<file path="src/rtl/spi_flash_read_slave_if.sv">
// rtl/spi_flash_read_slave_if.sv - AXI4-Lite read-channel bundle between read master and SPI flash read slave
interface spi_flash_read_slave_if #(
    parameter int ADDR_W = 24,
    parameter int DATA_W = 32
);
    logic [ADDR_W-1:0] araddr;
    logic [2:0]        arprot;
    logic              arvalid;
    logic              arready;
    logic [DATA_W-1:0] rdata;
    logic [1:0]        rresp;
    logic              rvalid;
    logic              rready;

    modport master (
        output araddr, arprot, arvalid, rready,
        input  arready, rdata, rresp, rvalid
    );

    modport slave (
        input  araddr, arprot, arvalid, rready,
        output arready, rdata, rresp, rvalid
    );
endinterface

</file>
<file path="src/rtl/spi_flash_read_slave.sv">
// rtl/spi_flash_read_slave.sv - AXI4-Lite read responder fetching one word per access from SPI NOR flash (READ 0x03)
module spi_flash_read_slave #(
    parameter int              ADDR_W     = 24,
    parameter int              DATA_W     = 32,
    parameter int              CLK_DIV    = 2,
    parameter logic [ADDR_W-1:0] ADDR_LIMIT = 24'h000600
) (
    input  logic                 ACLK,
    input  logic                 ARESET,
    spi_flash_read_slave_if.slave axi,
    output logic                 spi_cs_n,
    output logic                 spi_sclk,
    output logic                 spi_mosi,
    input  logic                 spi_miso
);

    localparam int         CMD_BITS   = 8 + ADDR_W;
    localparam int         TOTAL_BITS = CMD_BITS + DATA_W;
    localparam int         BIT_W      = $clog2(TOTAL_BITS + 1);
    localparam int         DIV_W      = (CLK_DIV > 1) ? $clog2(CLK_DIV) : 1;
    localparam logic [7:0] READ_CMD   = 8'h03;

    typedef enum logic [1:0] {
        IDLE,
        SHIFT,
        RESP
    } state_t;

    state_t state_q, state_d;

    logic [DIV_W-1:0]    div_q;
    logic [BIT_W-1:0]    bit_q;
    logic [CMD_BITS-1:0] tx_q;
    logic [DATA_W-1:0]   rx_q;
    logic                arready_q;
    logic                rvalid_q;
    logic [DATA_W-1:0]   rdata_q;
    logic [1:0]          rresp_q;
    logic                cs_n_q;
    logic                sclk_q;
    logic                mosi_q;

    logic ar_hs;
    logic r_hs;
    logic in_range;
    logic half_end;
    logic shift_done;
    logic unused_arprot;

    assign ar_hs      = axi.arvalid && arready_q;
    assign r_hs       = rvalid_q && axi.rready;
    assign in_range   = axi.araddr < ADDR_LIMIT;
    assign half_end   = (div_q == DIV_W'(CLK_DIV - 1));
    // The access ends at the close of the high phase of the final bit.
    assign shift_done = (state_q == SHIFT) && half_end && sclk_q &&
                        (bit_q == BIT_W'(TOTAL_BITS - 1));
    assign unused_arprot = ^axi.arprot;

    assign axi.arready = arready_q;
    assign axi.rvalid  = rvalid_q;
    assign axi.rdata   = rdata_q;
    assign axi.rresp   = rresp_q;
    assign spi_cs_n    = cs_n_q;
    assign spi_sclk    = sclk_q;
    assign spi_mosi    = mosi_q;

    // State register.
    always_ff @(posedge ACLK) begin
        if (ARESET) begin
            state_q <= IDLE;
        end else begin
            state_q <= state_d;
        end
    end

    // Next-state selection: out-of-range addresses skip the flash entirely.
    always_comb begin
        state_d = state_q;
        case (state_q)
            IDLE:    if (ar_hs) state_d = in_range ? SHIFT : RESP;
            SHIFT:   if (shift_done) state_d = RESP;
            RESP:    if (r_hs) state_d = IDLE;
            default: state_d = IDLE;
        endcase
    end

    // SPI shift engine and registered AXI response outputs.
    always_ff @(posedge ACLK) begin
        if (ARESET) begin
            arready_q <= 1'b0;
            rvalid_q  <= 1'b0;
            rdata_q   <= '0;
            rresp_q   <= 2'b00;
            cs_n_q    <= 1'b1;
            sclk_q    <= 1'b0;
            mosi_q    <= 1'b0;
            div_q     <= '0;
            bit_q     <= '0;
            tx_q      <= '0;
            rx_q      <= '0;
        end else begin
            arready_q <= (state_d == IDLE);
            case (state_q)
                IDLE: begin
                    if (ar_hs) begin
                        tx_q  <= {READ_CMD, axi.araddr};
                        div_q <= '0;
                        bit_q <= '0;
                        if (in_range) begin
                            cs_n_q <= 1'b0;
                            mosi_q <= READ_CMD[7];
                        end else begin
                            rvalid_q <= 1'b1;
                            rresp_q  <= 2'b10;
                            rdata_q  <= '0;
                        end
                    end
                end
                SHIFT: begin
                    if (half_end) begin
                        div_q <= '0;
                        if (!sclk_q) begin
                            // Rising edge: MISO is captured here. Samples taken during
                            // the command/address bits are pushed out by the data bits.
                            sclk_q <= 1'b1;
                            rx_q   <= {rx_q[DATA_W-2:0], spi_miso};
                        end else begin
                            sclk_q <= 1'b0;
                            if (shift_done) begin
                                cs_n_q   <= 1'b1;
                                mosi_q   <= 1'b0;
                                rvalid_q <= 1'b1;
                                rresp_q  <= 2'b00;
                                rdata_q  <= rx_q;
                            end else begin
                                // Zero-fill makes MOSI idle low once the address is out.
                                bit_q  <= bit_q + BIT_W'(1);
                                tx_q   <= {tx_q[CMD_BITS-2:0], 1'b0};
                                mosi_q <= tx_q[CMD_BITS-2];
                            end
                        end
                    end else begin
                        div_q <= div_q + DIV_W'(1);
                    end
                end
                RESP: begin
                    if (r_hs) rvalid_q <= 1'b0;
                end
                default: ;
            endcase
        end
    end

endmodule

</file>
<file path="src/flat_wrapper.sv">
// flat-port wrapper written by rule: the top's interface ports become plain ports
module spi_flash_read_slave_flat 
#(
    parameter int              ADDR_W     = 24,
    parameter int              DATA_W     = 32,
    parameter int              CLK_DIV    = 2,
    parameter logic [ADDR_W-1:0] ADDR_LIMIT = 24'h000600
)
  (ACLK, ARESET, spi_cs_n, spi_sclk, spi_mosi, spi_miso, axi_araddr, axi_arprot, axi_arvalid, axi_rready, axi_arready, axi_rdata, axi_rresp, axi_rvalid);
  spi_flash_read_slave_if #(.ADDR_W(ADDR_W), .DATA_W(DATA_W)) axi_i ();
  input  logic ACLK;
  input  logic ARESET;
  output logic spi_cs_n;
  output logic spi_sclk;
  output logic spi_mosi;
  input  logic spi_miso;
  input wire logic [$bits(axi_i.araddr)-1:0] axi_araddr;
  input wire logic [$bits(axi_i.arprot)-1:0] axi_arprot;
  input wire logic [$bits(axi_i.arvalid)-1:0] axi_arvalid;
  input wire logic [$bits(axi_i.rready)-1:0] axi_rready;
  output wire logic [$bits(axi_i.arready)-1:0] axi_arready;
  output wire logic [$bits(axi_i.rdata)-1:0] axi_rdata;
  output wire logic [$bits(axi_i.rresp)-1:0] axi_rresp;
  output wire logic [$bits(axi_i.rvalid)-1:0] axi_rvalid;
  assign axi_i.araddr = axi_araddr;
  assign axi_i.arprot = axi_arprot;
  assign axi_i.arvalid = axi_arvalid;
  assign axi_i.rready = axi_rready;
  assign axi_arready = axi_i.arready;
  assign axi_rdata = axi_i.rdata;
  assign axi_rresp = axi_i.rresp;
  assign axi_rvalid = axi_i.rvalid;
  spi_flash_read_slave #(.ADDR_W(ADDR_W), .DATA_W(DATA_W), .CLK_DIV(CLK_DIV), .ADDR_LIMIT(ADDR_LIMIT)) u_core (.ACLK(ACLK), .ARESET(ARESET), .axi(axi_i), .spi_cs_n(spi_cs_n), .spi_sclk(spi_sclk), .spi_mosi(spi_mosi), .spi_miso(spi_miso));
endmodule
</file>
<file path="config.mk">
export PLATFORM = sky130hd
export DESIGN_NAME = spi_flash_read_slave_flat
export DESIGN_NICKNAME = d
export VERILOG_FILES = /design/src/rtl/spi_flash_read_slave_if.sv /design/src/rtl/spi_flash_read_slave.sv /design/src/flat_wrapper.sv
export SDC_FILE = /design/constraint.sdc
export NUM_CORES = 1
export LEC_CHECK = 0
export CAP_MARGIN = 20
export CORE_ASPECT_RATIO = 0.5
export CORE_UTILIZATION = 50
export CTS_BUF_LIST = sky130_fd_sc_hd__clkbuf_2 sky130_fd_sc_hd__clkbuf_4 sky130_fd_sc_hd__clkbuf_8
export CTS_CLUSTER_DIAMETER = 80
export CTS_CLUSTER_SIZE = 20
export DETAILED_ROUTE_END_ITERATION = 10
export HOLD_SLACK_MARGIN = 0.15
export MAX_ROUTING_LAYER = met4
export PLACE_DENSITY = 0.78
export SYNTH_ARGS = -nofsm -noshare
export SYNTH_HDL_FRONTEND = slang
export SYNTH_SLANG_ARGS = --single-unit
</file>
<file path="constraint.sdc">
create_clock -name ACLK -period 1.89 [get_ports ACLK]
set_input_delay 0.567 -clock ACLK [delete_from_list [all_inputs] [get_ports ACLK]]
set_output_delay 0.567 -clock ACLK [all_outputs]
set_load 0.03 [all_outputs]
</file>
==> summary.txt, run 1 <==
Pin count of the biggest net entering global routing: 63
IO Port Bufs: 66
Final cell count without fillers: 748
Hold WC Path Type: flip-flop to flip-flop
CTS tree: yes
Share of layout cells above drive strength 1: 13.9%
CP max stage delay: 0.43 ns
Final Hold Viols: 0
Setup-failing EPs final: 0
Setup ws final: 0.0680 ns
Clk slew on worst S/H paths: 0.11 ns
Ant. Diodes: 0
Ys async rst share: 0%
WL final: 11.4 mm
Mean Syn Cell Area: 8.39 µm²
Relative slew slack: 66.2%
Synth Flop Type: dfxtp_1
Fin. max-slew vios: 0
Hold WS: 0.442 ns
Nets: 659
Fmax: 549 MHz
Mean number of vias per cell: 5.76
Initial antenna violation count: 0
Worst-margin pin slew: 0.503 ns
Routed len/inst: 15.3 µm
Cells after DPL: 729
Core Util, Final: 66.3%
DP Worst Slack: -0.387 ns
Crit start category: primary input
Syn Inst Count: 555
Setup CP Type: primary input to flip-flop
#FFs+latches synth: 111
Commonest non-fill, non-tap cell in the layout: nand2_1
Die X: 138 µm
DRT antenna net count: 0
Worst Clk Skew: 0.0149 ns
Clk_lat worst skew: 0.38 ns
Full die area: 0.00973 mm²
Layout area overhead: 26.1%
GRT Util Overall: 24.3%
Number of CTS-inserted buffers: 9
Die Y: 70.2 µm
Post-route minimum period: 1.82 ns
Power per standard cell area: 728 mW/mm²
H-tree levels: 3
Syn_nets: 588
Crit-path slowest cell: clkdlybuf4s50_1
Outcome: finished, violations left
Final GP Congestion: 0.809
Fin crit share: 96.4%
Leak Pwr: 2.12 nW
Max-cap violations: 0
# IOs: 71
VDD IR max: 0.000439 V
Syn. warnings: 0
Core area: 0.00886 mm²
Crit-path cells: clkdlybuf4s50_1 > nor4_2 > buf_4 > a41o_4 > buf_12 > nand3_1 > a21oi_1
Via count: 4,306
Multi-input gate area: 0.00221 mm²
Most frequent cells in the layout: 123 x nand2_1, 109 x dfxtp_1, 99 x a21oi_1, 42 x nand3_1, 39 x buf_4
Starting DRC count in detailed routing: 318
Rows: 24
Post-synth cell types: 46
Register Area: 0.00222 mm²
Post-Syn Area: 0.00466 mm²
Wire length of the first global-routing pass: 18.7 mm
Drt pass-1 iters: 7
Detail Placement HPWL: 6.98 mm
Clock tree buffer depth: 2
Crit end category: flip-flop
Post-synth EDFFs: 0
Root buffer cell: clkbuf_8
Vias in the first global route: 3,882
Filler cells: 744
WP data arrival: 2.12 ns
Sequential share of the synthesized area: 47.7%
DRC errors left: 4
Crit Path Max Fanout: 17
Failing checks: design-rule violations
Remaining Overflow, GRT: 0
Starting Density: 52.6%
CP Data Required Time: 2.19 ns
# clock sinks: 111
[where the power goes]
group	total, mW	internal, mW	leakage [nW]	switching, mW
clock	1.42	0.549	0.0982	0.868
combinational	0.433	0.210	1.12	0.223
sequential	2.42	2.39	0.900	0.0290
total	4.27	3.15	2.12	1.12
[metal layers]
layer	GRT usage, %	vias to the layer above	wire length, µm
met2	37.7	124	5350
met5	-	-	0
li1	-	2145	-
met3	4.87	12	544
met4	6.24	0	85
met1	32.6	2025	5440
[synthesized netlist by cell type, types with 4 or more instances]
master    instances  share of area (%)
a311oi_1         23                4.3
buf_6             6                1.5
o31ai_1           4               0.65
buf_2            14                1.5
a21oi_1         102                 11
nand4b_1         33                6.2
o21ai_0           9               0.97
dfxtp_1         111                 48
nand2_1         124                 10
clkbuf_1         30                2.4
nand3_1          43                4.6
nand3b_1          4               0.65
[stage by stage]
stage	setup TNS, ns	power, mW	cell area (µm²)
after global routing	-0.0164	4.44	5870
after CTS	0	4.27	5770
final	0	4.27	5870
after global placement	-20.24	2.88	5620
after floorplan	0	2.70	4660
after detailed placement	-21.18	2.88	5620
[repair_timing]
action | 4_1_cts | 5_1_grt
setup endpoints to repair | 50 | 61
hold endpoints to repair | 0 | 0
gates resized for setup | 40 | 12
cloned | 0 | 1
hold buffers | 0 | 0
buffers inserted | 0 | 2
pin swaps | 0 | 4
[cells by family (layout without fill, tap and decap cells)]
group,count (synthesis),after routing,share of synthesized area (%)
and+or+nand+nor,227,227,25.0
buffers and inverters,57,133,6.18
AOI/OAI and AO/OA,158,158,20.7
adders and majority gates,1,1,0.269
DFF,111,111,47.7
other,1,1,0.0805
[final cells by class]
class	instances	area share (%)
sequential	111	37.9
multi-input combinational	387	37.7
timing repair buffer	114	18.4
tap	117	2.49
clock buffer	10	2.34
clock inverter	6	1.04
inverter	3	0.192
[path summary, 6_finish.rpt]
path	start	endpoint	slack, ns	cells after the start
worst min register to register	u_core.bit_q[6]	u_core.bit_q[6]	0.44	2
worst min-delay path	u_core.bit_q[6]	u_core.bit_q[6]	0.44	2
worst max-delay path	axi_araddr[15]	u_core.axi.rdata[21]	0.07	7
worst max register to register	u_core.state_q[0]	u_core.tx_q[10]	0.08	5
[flip-flops by register name (all words and copies together), names as in the netlist]
register / count
u_core.axi.arready: 1
u_core.spi_mosi: 1
u_core.axi.rvalid: 1
u_core.rx_q: 32
u_core.div_q: 1
u_core.axi.rresp: 1
u_core.axi.rdata: 32
u_core.spi_sclk: 1
u_core.tx_q: 31
u_core.bit_q: 7
u_core.spi_cs_n: 1
u_core.state_q: 2
[worst max-delay path, delay by kind of cell]
family | cells | cell delay, ns
buffers and inverters | 3 | 0.76
AO/OA/AOI/OAI | 2 | 0.41
AND/OR/NAND/NOR | 2 | 0.39
Power figures use the tool's default switching activity.
==> inputs of run 2 (changes only) <==
--- a/config.mk
+++ b/config.mk
@@ -7,14 +7,14 @@
 export LEC_CHECK = 0
 export CAP_MARGIN = 20
 export CORE_ASPECT_RATIO = 0.5
-export CORE_UTILIZATION = 50
+export CORE_UTILIZATION = 56
 export CTS_BUF_LIST = sky130_fd_sc_hd__clkbuf_2 sky130_fd_sc_hd__clkbuf_4 sky130_fd_sc_hd__clkbuf_8
 export CTS_CLUSTER_DIAMETER = 80
 export CTS_CLUSTER_SIZE = 20
 export DETAILED_ROUTE_END_ITERATION = 10
 export HOLD_SLACK_MARGIN = 0.15
 export MAX_ROUTING_LAYER = met4
-export PLACE_DENSITY = 0.78
+export PLACE_DENSITY = 0.82
 export SYNTH_ARGS = -nofsm -noshare
 export SYNTH_HDL_FRONTEND = slang
 export SYNTH_SLANG_ARGS = --single-unit
==> constraint.sdc (replaced) <==
create_clock -name ACLK -period 1.9 [get_ports ACLK]
set_input_delay 0.57 -clock ACLK [delete_from_list [all_inputs] [get_ports ACLK]]
set_output_delay 0.57 -clock ACLK [all_outputs]
set_load 0.03 [all_outputs]
==> run 2 against run 1 <==
  * The flow now finishes without violations
  * Largest cell class unchanged
  * Via count shrank 0.53%
  * Utilization grew 5.4 points
  * Clock power decreased by 6%
  * Wire length down 3.1%
  * Non-clock buffer count decreased by 4
  * Combinational power fell by 4.6%
  * First-iteration DRC count down 13%
  * Final cell count shrank 1.3%
  * Count of clock-buffer cells in the layout is the same
  * Worst setup slack better by 0.0074 ns
  * Sequential power about the same
==> summary.txt, run 2 (synthesis results as in run 1) <==
Layout area overhead: 23.6%
Crit-path slowest cell: clkdlybuf4s50_1
Outcome: finished, final reports clean
Pin count of the biggest net entering global routing: 56
Kind of cell adding the most delay to the critical path: buffers and inverters
Clk_lat worst skew: 0.39 ns
Crit-path cells: clkdlybuf4s50_1 > nand3b_1 > buf_4 > a21oi_2 > buf_4 > buf_4 > nand3b_1 > a21oi_1
WL final: 11.1 mm
Final GP Congestion: 0.845
Ant. Diodes: 0
Crit Path Max Fanout: 15
CP Data Required Time: 2.21 ns
Vias in the first global route: 3,695
Wire length of the first global-routing pass: 17.6 mm
Clk slew on worst S/H paths: 0.10 ns
Die Y: 66.5 µm
Die X: 131 µm
Mean number of vias per cell: 5.80
Detail Placement HPWL: 6.74 mm
Fmax: 548 MHz
Leak Pwr: 2.08 nW
Fin crit share: 96.0%
Buf/Inv on CP: 4
VDD IR max: 0.000412 V
DP Worst Slack: -0.339 ns
WP data arrival: 2.13 ns
Hold WC Path Type: flip-flop to flip-flop
Metal1 wirelength: 5.28 mm
Top Layer Used: met4
Nets: 655
Share of layout cells above drive strength 1: 12.3%
DRC errors left: 0
Crit end category: flip-flop
IO Port Bufs: 66
Via count: 4,283
Power per standard cell area: 723 mW/mm²
Fin. max-slew vios: 0
Setup CP Type: primary input to flip-flop
Final Instance Area: 0.00576 mm²
CP max stage delay: 0.49 ns
Initial antenna violation count: 0
Root buffer cell: clkbuf_8
CTS tree: yes
GRT Util Overall: 26.8%
Full die area: 0.00870 mm²
DR WL met2: 5.17 mm
Met3 wire length: 510 µm
Post-route minimum period: 1.82 ns
Hold WS: 0.438 ns
RSZ-0062 raised after global routing: true
Max-cap violations: 0
Remaining Overflow, GRT: 0
Most frequent cells in the layout: 123 x nand2_1, 110 x dfxtp_1, 101 x a21oi_1, 43 x nand3_1
Setup ws final: 0.0754 ns
Core area: 0.00803 mm²
Drt pass-1 iters: 4
Routed len/inst: 15.0 µm
Pwr Total: 4.16 mW
Setup-failing EPs final: 0
Starting Density: 58.0%
CTS Hold Bufs: 0
Starting DRC count in detailed routing: 278
Number of CTS-inserted buffers: 9
# IOs: 71
H-tree levels: 3
Critical path's most frequent cell: buf_4
Crit start category: primary input
Setup Fix Bufs, Post-CTS: 0
Placed cell areas: 0.00557 mm²
Clock tree buffer depth: 2
Rows: 23
DRT antenna net count: 0
Final Hold Viols: 0
Worst Clk Skew: 0.0142 ns
Commonest non-fill, non-tap cell in the layout: nand2_1
# clock sinks: 111
## run 2: metal layers
layer | vias to the layer above | global-route usage, %
li1 | 2124 | -
met1 | 2045 | 34.7
met2 | 103 | 42.7
met3 | 11 | 5.30
met4 | 0 | 7.90
met5 | - | -
## run 2: final timing paths
check	from	to	slack, ns	depth (start not counted)
setup reg to reg	u_core.spi_sclk	u_core.bit_q[2]	0.11	5
setup / recovery	axi_arvalid	u_core.tx_q[0]	0.08	8
hold reg to reg	u_core.bit_q[6]	u_core.bit_q[6]	0.44	2
hold / removal	u_core.bit_q[6]	u_core.bit_q[6]	0.44	2
## run 2: repair_timing
item / CTS / global route
gates resized for setup: 39 / 8
pin swaps: 0 / 1
endpoints found under the setup margin: 47 / 53
cloned: 0 / 1
hold endpoints to repair: 0 / 0
## run 2: power breakdown
group          internal (mW)  leakage [nW]  switching (mW)
clock network          0.523        0.0911           0.821
registers               2.38         0.899          0.0279
logic                  0.198          1.09           0.214
## run 2: worst reg2reg max path, cell delays in order, from the launching register on
cell      delay (ns)
dfxtp_1         0.49
nand3b_1        0.24
or4_4           0.51
buf_4           0.20
a31oi_1         0.19
a31o_1          0.11
## run 2: area by class of cell
type | instances | area, µm²
clock buffer | 10 | 138
clock inverter | 5 | 41.3
fill | 637 | 2270
inverter | 3 | 11.3
multi-input combinational | 387 | 2180
sequential | 111 | 2220
tap | 112 | 140
timing repair buffer | 110 | 1020
## run 2: through the flow
step	util (%)	std cells	TNS [ns]
finish	71.7	738	0
global route	71.7	738	-0.00840
CTS	71.0	737	0
detailed placement	69.4	722	-20.23
global placement	69.4	722	-19.29
floorplan	-	555	0
==> inputs of run 3 (changes only) <==
--- a/config.mk
+++ b/config.mk
@@ -9,12 +9,13 @@
 export CORE_ASPECT_RATIO = 0.5
 export CORE_UTILIZATION = 56
 export CTS_BUF_LIST = sky130_fd_sc_hd__clkbuf_2 sky130_fd_sc_hd__clkbuf_4 sky130_fd_sc_hd__clkbuf_8
-export CTS_CLUSTER_DIAMETER = 80
+export CTS_CLUSTER_DIAMETER = 200
 export CTS_CLUSTER_SIZE = 20
 export DETAILED_ROUTE_END_ITERATION = 10
 export HOLD_SLACK_MARGIN = 0.15
 export MAX_ROUTING_LAYER = met4
 export PLACE_DENSITY = 0.82
+export REMOVE_ABC_BUFFERS = 1
 export SYNTH_ARGS = -nofsm -noshare
 export SYNTH_HDL_FRONTEND = slang
 export SYNTH_SLANG_ARGS = --single-unit
==> run 3 against run 2 <==
  * Worst setup slack worse by 0.021 ns
  * First-iteration DRC count up 50%
  * Final cell count unchanged
  * Critical endpoint is now u_core.axi.rdata[29]
==> summary.txt, run 3 (synthesis results as in run 1) <==
Detail Placement HPWL: 6.71 mm
Core area: 0.00803 mm²
CP Data Required Time: 2.22 ns
Initial antenna violation count: 0
Worst r2r src: u_core.bit_q[0]
Outcome: finished, final reports clean
Pwr Total: 4.21 mW
Via count: 4,375
DRT antenna net count: 0
Post-route minimum period: 1.85 ns
Hold WC Path Type: flip-flop to flip-flop
Most frequent cells in the layout: 123 x nand2_1, 110 x dfxtp_1, 99 x a21oi_1, 43 x nand3_1, 37 x dlygate4sd2_1
Full die area: 0.00870 mm²
Share of layout cells above drive strength 1: 12.8%
Fin crit share: 97.1%
Drt pass-1 iters: 5
Fmax: 542 MHz
Final Hold Viols: 0
Hold Path Depth: 2
Commonest non-fill, non-tap cell in the layout: nand2_1
Die Y: 66.5 µm
Crit Path Max Fanout: 9
Clk_lat worst skew: 0.39 ns
Worst Clk Skew: 0.00737 ns
Setup-failing EPs final: 0
CTS tree: yes
Hold Startpoint: u_core.bit_q[6]
Nets: 654
Clk slew on worst S/H paths: 0.10 ns
DRC errors left: 0
IO Port Bufs: 66
Pin count of the biggest net entering global routing: 56
Crit start category: primary input
Rows: 23
R2R Path End: u_core.tx_q[4]
GRT Util Overall: 26.7%
Number of CTS-inserted buffers: 9
CTS Hold Bufs: 0
Starting Density: 58.0%
Mean number of vias per cell: 5.93
R2R Setup Slk: 0.06 ns
Hold Path Sink: u_core.bit_q[6]
Crit end category: flip-flop
Routed len/inst: 15.5 µm
Layout area overhead: 25.2%
WL final: 11.4 mm
Vias in the first global route: 3,835
Leak Pwr: 2.14 nW
Wire length of the first global-routing pass: 17.7 mm
Remaining Overflow, GRT: 0
Power per standard cell area: 723 mW/mm²
Die X: 131 µm
WP data arrival: 2.17 ns
H-tree levels: 3
Starting DRC count in detailed routing: 418
Ant. Diodes: 0
Max-cap violations: 0
Root buffer cell: clkbuf_8
# IOs: 71
# clock sinks: 111
Hold WS: 0.443 ns
Cells on worst reg2reg path: 6
Clock tree buffer depth: 2
DP Worst Slack: -0.442 ns
Setup Fix Bufs, Post-CTS: 0
Setup ws final: 0.0544 ns
Setup CP Type: primary input to flip-flop
Fin. max-slew vios: 0
VDD IR max: 0.000386 V
Final GP Congestion: 0.849
run 3: changes by cell type in the layout (fill, tap and decap cells not counted), moves of 2 or more:
cell	previous run	this run
buf_4	37	33
clkdlybuf4s50_1	27	23
a21oi_1	101	99
dlymetal6s2s_1	0	4
a21oi_2	1	3
clkbuf_16	1	3
run 3: worst max-delay path: stages:
cell and delay (ns):
clkdlybuf4s50_1 0.43, nor4_2 0.26, buf_4 0.18, a41o_4 0.32, clkbuf_16 0.19, nand3_1 0.07, a21oi_1 0.14
run 3: worst max-delay path by stage:
stage / from / endpoint / slack, ns / cells after the start
floorplan: u_core.state_q[0] / u_core.tx_q[24] / -1.93 / 4
finish: axi_araddr[21] / u_core.axi.rdata[29] / 0.05 / 7
global route: axi_arvalid / u_core.bit_q[3] / -0.005 / 5
global placement: axi_araddr[22] / u_core.axi.rdata[6] / -0.36 / 7
CTS: u_core.spi_sclk / spi_sclk / 0.0001 / 1
detailed placement: axi_araddr[22] / u_core.axi.rdata[11] / -0.44 / 7
run 3: repair_timing:
action,4_1_cts,5_1_grt
gates resized for setup,40,15
endpoints found under the hold margin,0,0
pin swaps,0,5
cloned,0,4
setup endpoints to repair,71,51
run 3: per-stage QoR:
stage	area, µm²	utilization [%]	TNS [ns]	cells
after detailed placement	5550	69.1	-23.92	718
after CTS	5700	71.0	0	734
after global placement	5550	69.1	-21.44	718
after floorplan	4380	-	-181.08	501
final	5830	72.6	0	738
after global routing	5830	72.6	-0.00937	738
run 3: layer usage:
metal	GRT usage (%)	up-vias	wire (µm)
met5	-	-	0
met4	7.47	0	155
met3	6.02	18	611
met2	43.7	142	5460
met1	33.3	2092	5210
li1	-	2123	-
run 3: area by class of cell:
| class | count | area [µm²] |
|---|---|---|
| well taps | 112 | 140 |
| repair buffers | 109 | 1070 |
| flip-flops and latches | 111 | 2220 |
| clock inverters | 4 | 27.5 |
| fillers | 648 | 2200 |
| multi-input cells | 387 | 2200 |
| inverters | 3 | 11.3 |
| clock buffers | 12 | 159 |
run 3: report_power, final:
part,switching (mW),leakage [nW],internal (mW)
clock network,0.793,0.100,0.567
registers,0.0312,0.899,2.38
logic,0.226,1.14,0.217
total,1.05,2.14,3.16
